--- src/rtl/pb_cmd_pkg.sv ---
// Shared types and default timing for the pushbutton command decoder.
// Defaults assume a 50 MHz core clock: 1 ms bounce lockout, 0.5 s double-press window.
package pb_cmd_pkg;

    typedef enum logic [1:0] {
        IDLE     = 2'd0,
        LOCKOUT1 = 2'd1,
        WAIT2    = 2'd2,
        LOCKOUT2 = 2'd3
    } pb_state_t;

    localparam int LOCKOUT_CYC_DEF = 50_000;
    localparam int DBL_WIN_CYC_DEF = 25_000_000;

endpackage

--- src/rtl/pb_cmd_decode.sv ---
// Classifies button releases as single press (toggle power) or double press (force power off).
// Latency: single after lockout+window cycles; double in the cycle after the second release. No backpressure.
module pb_cmd_decode
    import pb_cmd_pkg::*;
#(
    parameter int LOCKOUT_CYC = LOCKOUT_CYC_DEF,
    parameter int DBL_WIN_CYC = DBL_WIN_CYC_DEF
) (
    input  logic clk,
    input  logic rst_n,
    input  logic released,
    output logic pwr_up,
    output logic single_pb,
    output logic double_pb
);

    localparam int MAX_CYC = (LOCKOUT_CYC > DBL_WIN_CYC) ? LOCKOUT_CYC : DBL_WIN_CYC;
    localparam int TW      = $clog2(MAX_CYC);

    localparam logic [TW-1:0] LOCK_LD = TW'(LOCKOUT_CYC - 1);
    localparam logic [TW-1:0] WIN_LD  = TW'(DBL_WIN_CYC - 1);

    pb_state_t     state_q, state_d;
    logic [TW-1:0] timer_q, timer_d;
    logic          pwr_q, pwr_d;
    logic          single_q, single_d;
    logic          double_q, double_d;

    logic          tmr_zero;
    logic [TW-1:0] tmr_dec;

    // The shared timer saturates at zero so it can never wrap.
    assign tmr_zero = (timer_q == '0);
    assign tmr_dec  = tmr_zero ? timer_q : (timer_q - TW'(1));

    always_comb begin
        state_d  = state_q;
        timer_d  = timer_q;
        pwr_d    = pwr_q;
        single_d = 1'b0;
        double_d = 1'b0;
        case (state_q)
            IDLE: begin
                if (released) begin
                    state_d = LOCKOUT1;
                    timer_d = LOCK_LD;
                end
            end
            LOCKOUT1: begin
                if (tmr_zero) begin
                    state_d = WAIT2;
                    timer_d = WIN_LD;
                end else begin
                    timer_d = tmr_dec;
                end
            end
            WAIT2: begin
                // A release on the expiry edge still wins as a double press.
                if (released) begin
                    state_d  = LOCKOUT2;
                    timer_d  = LOCK_LD;
                    double_d = 1'b1;
                    pwr_d    = 1'b0;
                end else if (tmr_zero) begin
                    state_d  = IDLE;
                    single_d = 1'b1;
                    pwr_d    = ~pwr_q;
                end else begin
                    timer_d = tmr_dec;
                end
            end
            LOCKOUT2: begin
                if (tmr_zero) begin
                    state_d = IDLE;
                end else begin
                    timer_d = tmr_dec;
                end
            end
            default: begin
                state_d = IDLE;
                timer_d = '0;
            end
        endcase
    end

    always_ff @(posedge clk or negedge rst_n) begin
        if (!rst_n) begin
            state_q  <= IDLE;
            timer_q  <= '0;
            pwr_q    <= 1'b0;
            single_q <= 1'b0;
            double_q <= 1'b0;
        end else begin
            state_q  <= state_d;
            timer_q  <= timer_d;
            pwr_q    <= pwr_d;
            single_q <= single_d;
            double_q <= double_d;
        end
    end

    assign pwr_up    = pwr_q;
    assign single_pb = single_q;
    assign double_pb = double_q;

endmodule

--- config.mk ---
export PLATFORM = sky130hd
export DESIGN_NAME = pb_cmd_decode
export DESIGN_NICKNAME = d
export VERILOG_FILES = /design/src/rtl/pb_cmd_pkg.sv /design/src/rtl/pb_cmd_decode.sv
export SDC_FILE = /design/constraint.sdc
export NUM_CORES = 1
export LEC_CHECK = 0
export CAP_MARGIN = 0
export CORE_ASPECT_RATIO = 1.2
export CORE_MARGIN = 2
export CORE_UTILIZATION = 35
export CTS_CLUSTER_SIZE = 8
export DETAILED_ROUTE_END_ITERATION = 10
export HOLD_SLACK_MARGIN = 0.03
export PLACE_DENSITY_LB_ADDON = 0.25
export SLEW_MARGIN = 10
export SYNTH_ARGS = -nofsm -noshare
export SYNTH_HDL_FRONTEND = slang
export SYNTH_SLANG_ARGS = --single-unit
--- constraint.sdc ---
create_clock -name clk -period 3.7 [get_ports clk]
set_input_delay 1.11 -clock clk [delete_from_list [all_inputs] [get_ports clk]]
set_output_delay 1.11 -clock clk [all_outputs]
set_load 0.1 [all_outputs]
==> impl_metrics.xml <==
<?xml version="1.0" encoding="UTF-8"?>
<metrics>
  <group name="clock_tree">
    <metric name="quantity_of_hold_fixing_buffers_added_after_cts" unit="">0</metric>
    <metric name="clock_insertion_delay_worst_skew" unit="ns">0.29</metric>
    <metric name="max-clock-path-buffers" unit="">2</metric>
    <metric name="cts.sink_count" unit="">30</metric>
    <metric name="cts-resized-gates" unit="">0</metric>
    <metric name="tritoncts.num_buffers" unit="">5</metric>
    <metric name="setup_buffers_after_cts" unit="">0</metric>
    <metric name="tritoncts" unit="">done</metric>
    <metric name="clock_input_transition_at_the_sequential_cells_of_the_worst_setup_and_hold_paths" unit="ns">0.07</metric>
    <metric name="root_buffer_cell" unit="">sky130_fd_sc_hd__clkbuf_8</metric>
    <metric name="cts_max_level" unit="">2</metric>
  </group>
  <group name="yosys">
    <metric name="count_of_flip_flops_with_a_built_in_enable_after_synthesis" unit="">0</metric>
    <metric name="syn-cell-area" unit="µm²">1898</metric>
    <metric name="post_syn_area_per_cell" unit="µm²">8.512</metric>
    <metric name="synthesis.yosys.warnings" unit="">0</metric>
    <metric name="synthCells" unit="">223</metric>
    <metric name="dominantRegCellSynth" unit="">sky130_fd_sc_hd__dfrtp_1</metric>
    <metric name="postSynthRegisterBits" unit="">30</metric>
    <metric name="netlist.area_leader.share" unit="%">39.55</metric>
    <metric name="synth.yosys.seq_area_share" unit="%">39.55</metric>
    <metric name="yosys.area.top_type" unit="">sky130_fd_sc_hd__dfrtp_1</metric>
    <metric name="syn_nets" unit="">229</metric>
    <metric name="postSynth.asyncResetShare" unit="%">100.0</metric>
    <metric name="post_synth_main_area_contributors" unit="">sky130_fd_sc_hd__dfrtp_1 (40%), sky130_fd_sc_hd__o21ai_0 (5.0%), sky130_fd_sc_hd__nor2_1 (4.7%), sky130_fd_sc_hd__nor3_1 (3.4%), sky130_fd_sc_hd__nor4_1 (3.3%)</metric>
    <metric name="synth_cell_types" unit="">50</metric>
  </group>
  <group name="power">
    <metric name="total_leakage_power" unit="nW">0.8301</metric>
    <metric name="switching_share" unit="%">35.65</metric>
    <metric name="vdd.ir_drop.worst" unit="V">0.0002192</metric>
    <metric name="internal_power" unit="W">0.0006919</metric>
    <metric name="power_frac_comb" unit="%">26.3</metric>
    <metric name="power-per-cell-area" unit="nW/µm²">508.5</metric>
    <metric name="p_switching" unit="W">0.0003833</metric>
    <metric name="clkPwrFrac" unit="%">29.6</metric>
    <metric name="pwr-share-seq" unit="%">44.1</metric>
  </group>
  <group name="setup_path">
    <metric name="cp_num_buf_inv" unit="">0</metric>
    <metric name="path_delay_family" unit="">simple AND/OR/NAND/NOR gates</metric>
    <metric name="worst_setup_path_start_kind" unit="">register</metric>
    <metric name="worst-setup-path-type" unit="">register to register</metric>
    <metric name="cp_cell_sequence" unit="">nor4_4 -&gt; nand4_2 -&gt; or4_1 -&gt; a21o_1 -&gt; a211o_1</metric>
    <metric name="timing.critical_path.slowest_cell_delay" unit="ns">0.84</metric>
    <metric name="r2r-end" unit="">timer_q[15]$_DFFE_PN0P_</metric>
    <metric name="cp.required" unit="ns">3.88</metric>
    <metric name="critical_path_depth_in_cells" unit="">5</metric>
    <metric name="r2r_cells" unit="">5</metric>
    <metric name="rrSetupSlack" unit="ns">0.86</metric>
    <metric name="critPathArrivalTime" unit="ns">3.01</metric>
    <metric name="worst_setup_path_end_kind" unit="">register</metric>
    <metric name="launching_instance_or_port_of_the_critical_path" unit="">timer_q[5]$_DFFE_PN0P_</metric>
    <metric name="critical_path_top_delay_cell" unit="">sky130_fd_sc_hd__or4_1</metric>
    <metric name="rr_startpoint" unit="">timer_q[5]$_DFFE_PN0P_</metric>
    <metric name="timing.critical_path.to" unit="">timer_q[15]$_DFFE_PN0P_</metric>
    <metric name="crit_path_max_fanout" unit="">11</metric>
  </group>
  <group name="hold_path">
    <metric name="hold_class" unit="">register to register</metric>
  </group>
  <group name="placed_design">
    <metric name="place.port_buffers" unit="">5</metric>
    <metric name="detailed_place_hpwl" unit="mm">3.386</metric>
    <metric name="gp_congestion" unit="">0.8335</metric>
    <metric name="dp_worst_setup_slack" unit="ns">0.8868</metric>
  </group>
  <group name="die">
    <metric name="die_h" unit="µm">84.67</metric>
    <metric name="placeableCoreArea" unit="µm²">5261</metric>
    <metric name="die_x_extent" unit="µm">71.23</metric>
    <metric name="dieArea" unit="µm²">6031</metric>
    <metric name="ios" unit="">6</metric>
    <metric name="std_cell_rows" unit="">29</metric>
    <metric name="start_util" unit="%">36.08</metric>
  </group>
  <group name="drt">
    <metric name="antenna_left" unit="">0</metric>
    <metric name="detail_route.wirelength.met1" unit="mm">2.331</metric>
    <metric name="number_of_iterations_in_the_first_detailed_routing_pass" unit="">4</metric>
    <metric name="wl_met2" unit="mm">2.376</metric>
    <metric name="drc_errors" unit="">0</metric>
    <metric name="dr.first_iter.drc_count" unit="">126</metric>
    <metric name="wl_met3" unit="µm">315</metric>
    <metric name="viasPerCell" unit="">6.107</metric>
    <metric name="routedWlPerCell" unit="µm">17.68</metric>
    <metric name="routed.top_layer" unit="">met4</metric>
    <metric name="wl" unit="mm">5.127</metric>
    <metric name="routed-via-count" unit="">1771</metric>
  </group>
  <group name="layout">
    <metric name="design.final.nets" unit="">233</metric>
    <metric name="area.growth.synth_to_final" unit="%">11.40</metric>
    <metric name="insertedDiodeCount" unit="">0</metric>
    <metric name="seq_area" unit="µm²">750.7</metric>
    <metric name="multi_input_comb_area" unit="µm²">1059</metric>
    <metric name="num-fill-cells" unit="">518</metric>
    <metric name="fraction_of_layout_cells_with_a_size_suffix_above_1" unit="%">10.53</metric>
  </group>
  <group name="grt">
    <metric name="gr-usage-all-layers" unit="%">18.11</metric>
    <metric name="grt_max_degree" unit="">31</metric>
    <metric name="antenna_violations_before_repair" unit="">0</metric>
    <metric name="via_count_of_the_first_global_routing_pass" unit="">1694</metric>
    <metric name="first_pass_grt_wire_length" unit="mm">8.631</metric>
    <metric name="overflow" unit="">0</metric>
  </group>
  <group name="timing">
    <metric name="finalSetupViolations" unit="">0</metric>
    <metric name="period_share" unit="%">76.68</metric>
    <metric name="setup_total_neg_slack" unit="ns">0</metric>
    <metric name="setup_ws" unit="ns">0.8629</metric>
    <metric name="worst_pin_slew" unit="ns">0.6425</metric>
    <metric name="clock_period_minus_worst_slack" unit="ns">2.837</metric>
    <metric name="relSlewSlack" unit="%">57.01</metric>
    <metric name="unrepaired_setup_endpoints_after_global_routing" unit="">false</metric>
    <metric name="count_of_final_max_slew_check_failures" unit="">0</metric>
    <metric name="final.setup_skew" unit="ns">0.006741</metric>
    <metric name="timing_hold_violations_final" unit="">0</metric>
    <metric name="fmax" unit="MHz">352.5</metric>
  </group>
  <group name="run">
    <metric name="maxCapViolCount" unit="">0</metric>
  </group>
  <group name="run_status">
    <metric name="run_status" unit="">completed</metric>
  </group>
</metrics>
==> cell families after synthesis <==
group / Yosys count / synth area share [%]
muxes: 2 / 1.055
and+or+nand+nor: 98 / 28.81
buffers and inverters: 23 / 4.681
DFF: 30 / 39.55
AOI/OAI and AO/OA: 67 / 23.93
adders and majority gates: 3 / 1.978
==> synthesized netlist by cell type (all sizes together), types with 2 or more instances <==
library cell / n
a211o: 2
a21o: 2
a21oi: 8
a31oi: 6
and3: 2
and4: 2
buf: 2
clkbuf: 11
dfrtp: 30
ha: 3
inv: 10
mux2i: 2
nand2: 13
nand2b: 2
nand3: 6
nand4: 5
nor2: 24
nor3: 13
nor3b: 3
nor4: 12
o211ai: 2
o21a: 5
o21ai: 20
o221ai: 2
o22ai: 2
o41a: 2
o41ai: 3
or2: 2
or3: 4
or4: 7
==> layer usage <==
layer,vias up,GRT usage [%]
met2,56,27.27
li1,860,-
met4,0,8.062
met3,9,3.001
met5,-,0
met1,846,25.40
==> stage by stage <==
step           cells  cell area, µm²  util (%)   power, W  hold WS, ns
2_1_floorplan    223            1898         -  0.0006743       0.4537
3_3_place_gp     282            2004     38.10  0.0007541       0.4881
3_5_place_dp     282            2004     38.10  0.0007599       0.4881
4_1_cts          290            2115     40.19   0.001081       0.5040
5_1_grt          290            2115     40.19   0.001143       0.5223
6_report         290            2115     40.19   0.001075       0.5017
==> state kept, by name (all words and copies together) (netlist names) <==
register	flops
single_pb	1
pwr_up	1
state_q	2
timer_q	25
double_pb	1
==> worst min path at each step <==
stage                       startpoint                      end  slack (ns)  cells past startpoint
2_1_floorplan  timer_q[23]$_DFFE_PN0P_  timer_q[23]$_DFFE_PN0P_        0.45                      1
3_3_place_gp    timer_q[9]$_DFFE_PN0P_   timer_q[9]$_DFFE_PN0P_        0.49                      1
3_5_place_dp    timer_q[9]$_DFFE_PN0P_   timer_q[9]$_DFFE_PN0P_        0.49                      1
4_1_cts        timer_q[23]$_DFFE_PN0P_  timer_q[23]$_DFFE_PN0P_        0.50                      1
5_1_grt        timer_q[23]$_DFFE_PN0P_  timer_q[23]$_DFFE_PN0P_        0.52                      1
6_report       timer_q[23]$_DFFE_PN0P_  timer_q[23]$_DFFE_PN0P_        0.50                      1
==> cell usage in the layout (no fill, tap or decap), types with 2 or more instances in the layout <==
master / count
sky130_fd_sc_hd__o22ai_1: 2
sky130_fd_sc_hd__o211ai_1: 2
sky130_fd_sc_hd__ha_1: 3
sky130_fd_sc_hd__a21o_1: 2
sky130_fd_sc_hd__o41a_1: 2
sky130_fd_sc_hd__and3_1: 2
sky130_fd_sc_hd__clkdlybuf4s50_1: 2
sky130_fd_sc_hd__inv_1: 10
sky130_fd_sc_hd__mux2i_1: 2
sky130_fd_sc_hd__o221ai_1: 2
sky130_fd_sc_hd__nor4_1: 10
sky130_fd_sc_hd__a21oi_1: 8
sky130_fd_sc_hd__or2_2: 2
sky130_fd_sc_hd__a211o_1: 2
sky130_fd_sc_hd__o21ai_0: 19
sky130_fd_sc_hd__a31oi_1: 6
sky130_fd_sc_hd__nand4_1: 4
sky130_fd_sc_hd__nor2_1: 24
sky130_fd_sc_hd__and4_1: 2
sky130_fd_sc_hd__clkbuf_8: 8
sky130_fd_sc_hd__or4_1: 7
sky130_fd_sc_hd__nor3b_1: 3
sky130_fd_sc_hd__nand3_1: 6
sky130_fd_sc_hd__buf_4: 8
sky130_fd_sc_hd__o41ai_1: 3
sky130_fd_sc_hd__nand2_1: 13
sky130_fd_sc_hd__o21a_1: 5
sky130_fd_sc_hd__nor3_1: 13
sky130_fd_sc_hd__dfrtp_1: 30
sky130_fd_sc_hd__or3_1: 4
sky130_fd_sc_hd__nand2b_1: 2
==> area by class of cell <==
class | count | area share [%]
clock buffers | 8 | 5.207
inverters | 10 | 1.775
multi-input cells | 170 | 50.06
flip-flops and latches | 30 | 35.50
well taps | 62 | 3.669
repair buffers | 10 | 3.787
==> worst reg2reg max path, cell delays in order (launching register included) <==
cell and delay, ns:
sky130_fd_sc_hd__dfrtp_1 0.46, sky130_fd_sc_hd__nor4_4 0.51, sky130_fd_sc_hd__nand4_2 0.39, sky130_fd_sc_hd__or4_1 0.84, sky130_fd_sc_hd__a21o_1 0.24, sky130_fd_sc_hd__a211o_1 0.29
==> power by group through the flow <==
stage / sequential [W] / combinational [W] / clock (W)
global route: 0.000485 / 0.000319 / 0.000339
floorplan: 0.000444 / 0.000231 / 0
global placement: 0.000476 / 0.000278 / 0
detailed placement: 0.000480 / 0.000280 / 0
finish: 0.000474 / 0.000283 / 0.000319
CTS: 0.000473 / 0.000283 / 0.000324
Note: power is estimated with default switching activity, not from simulation.
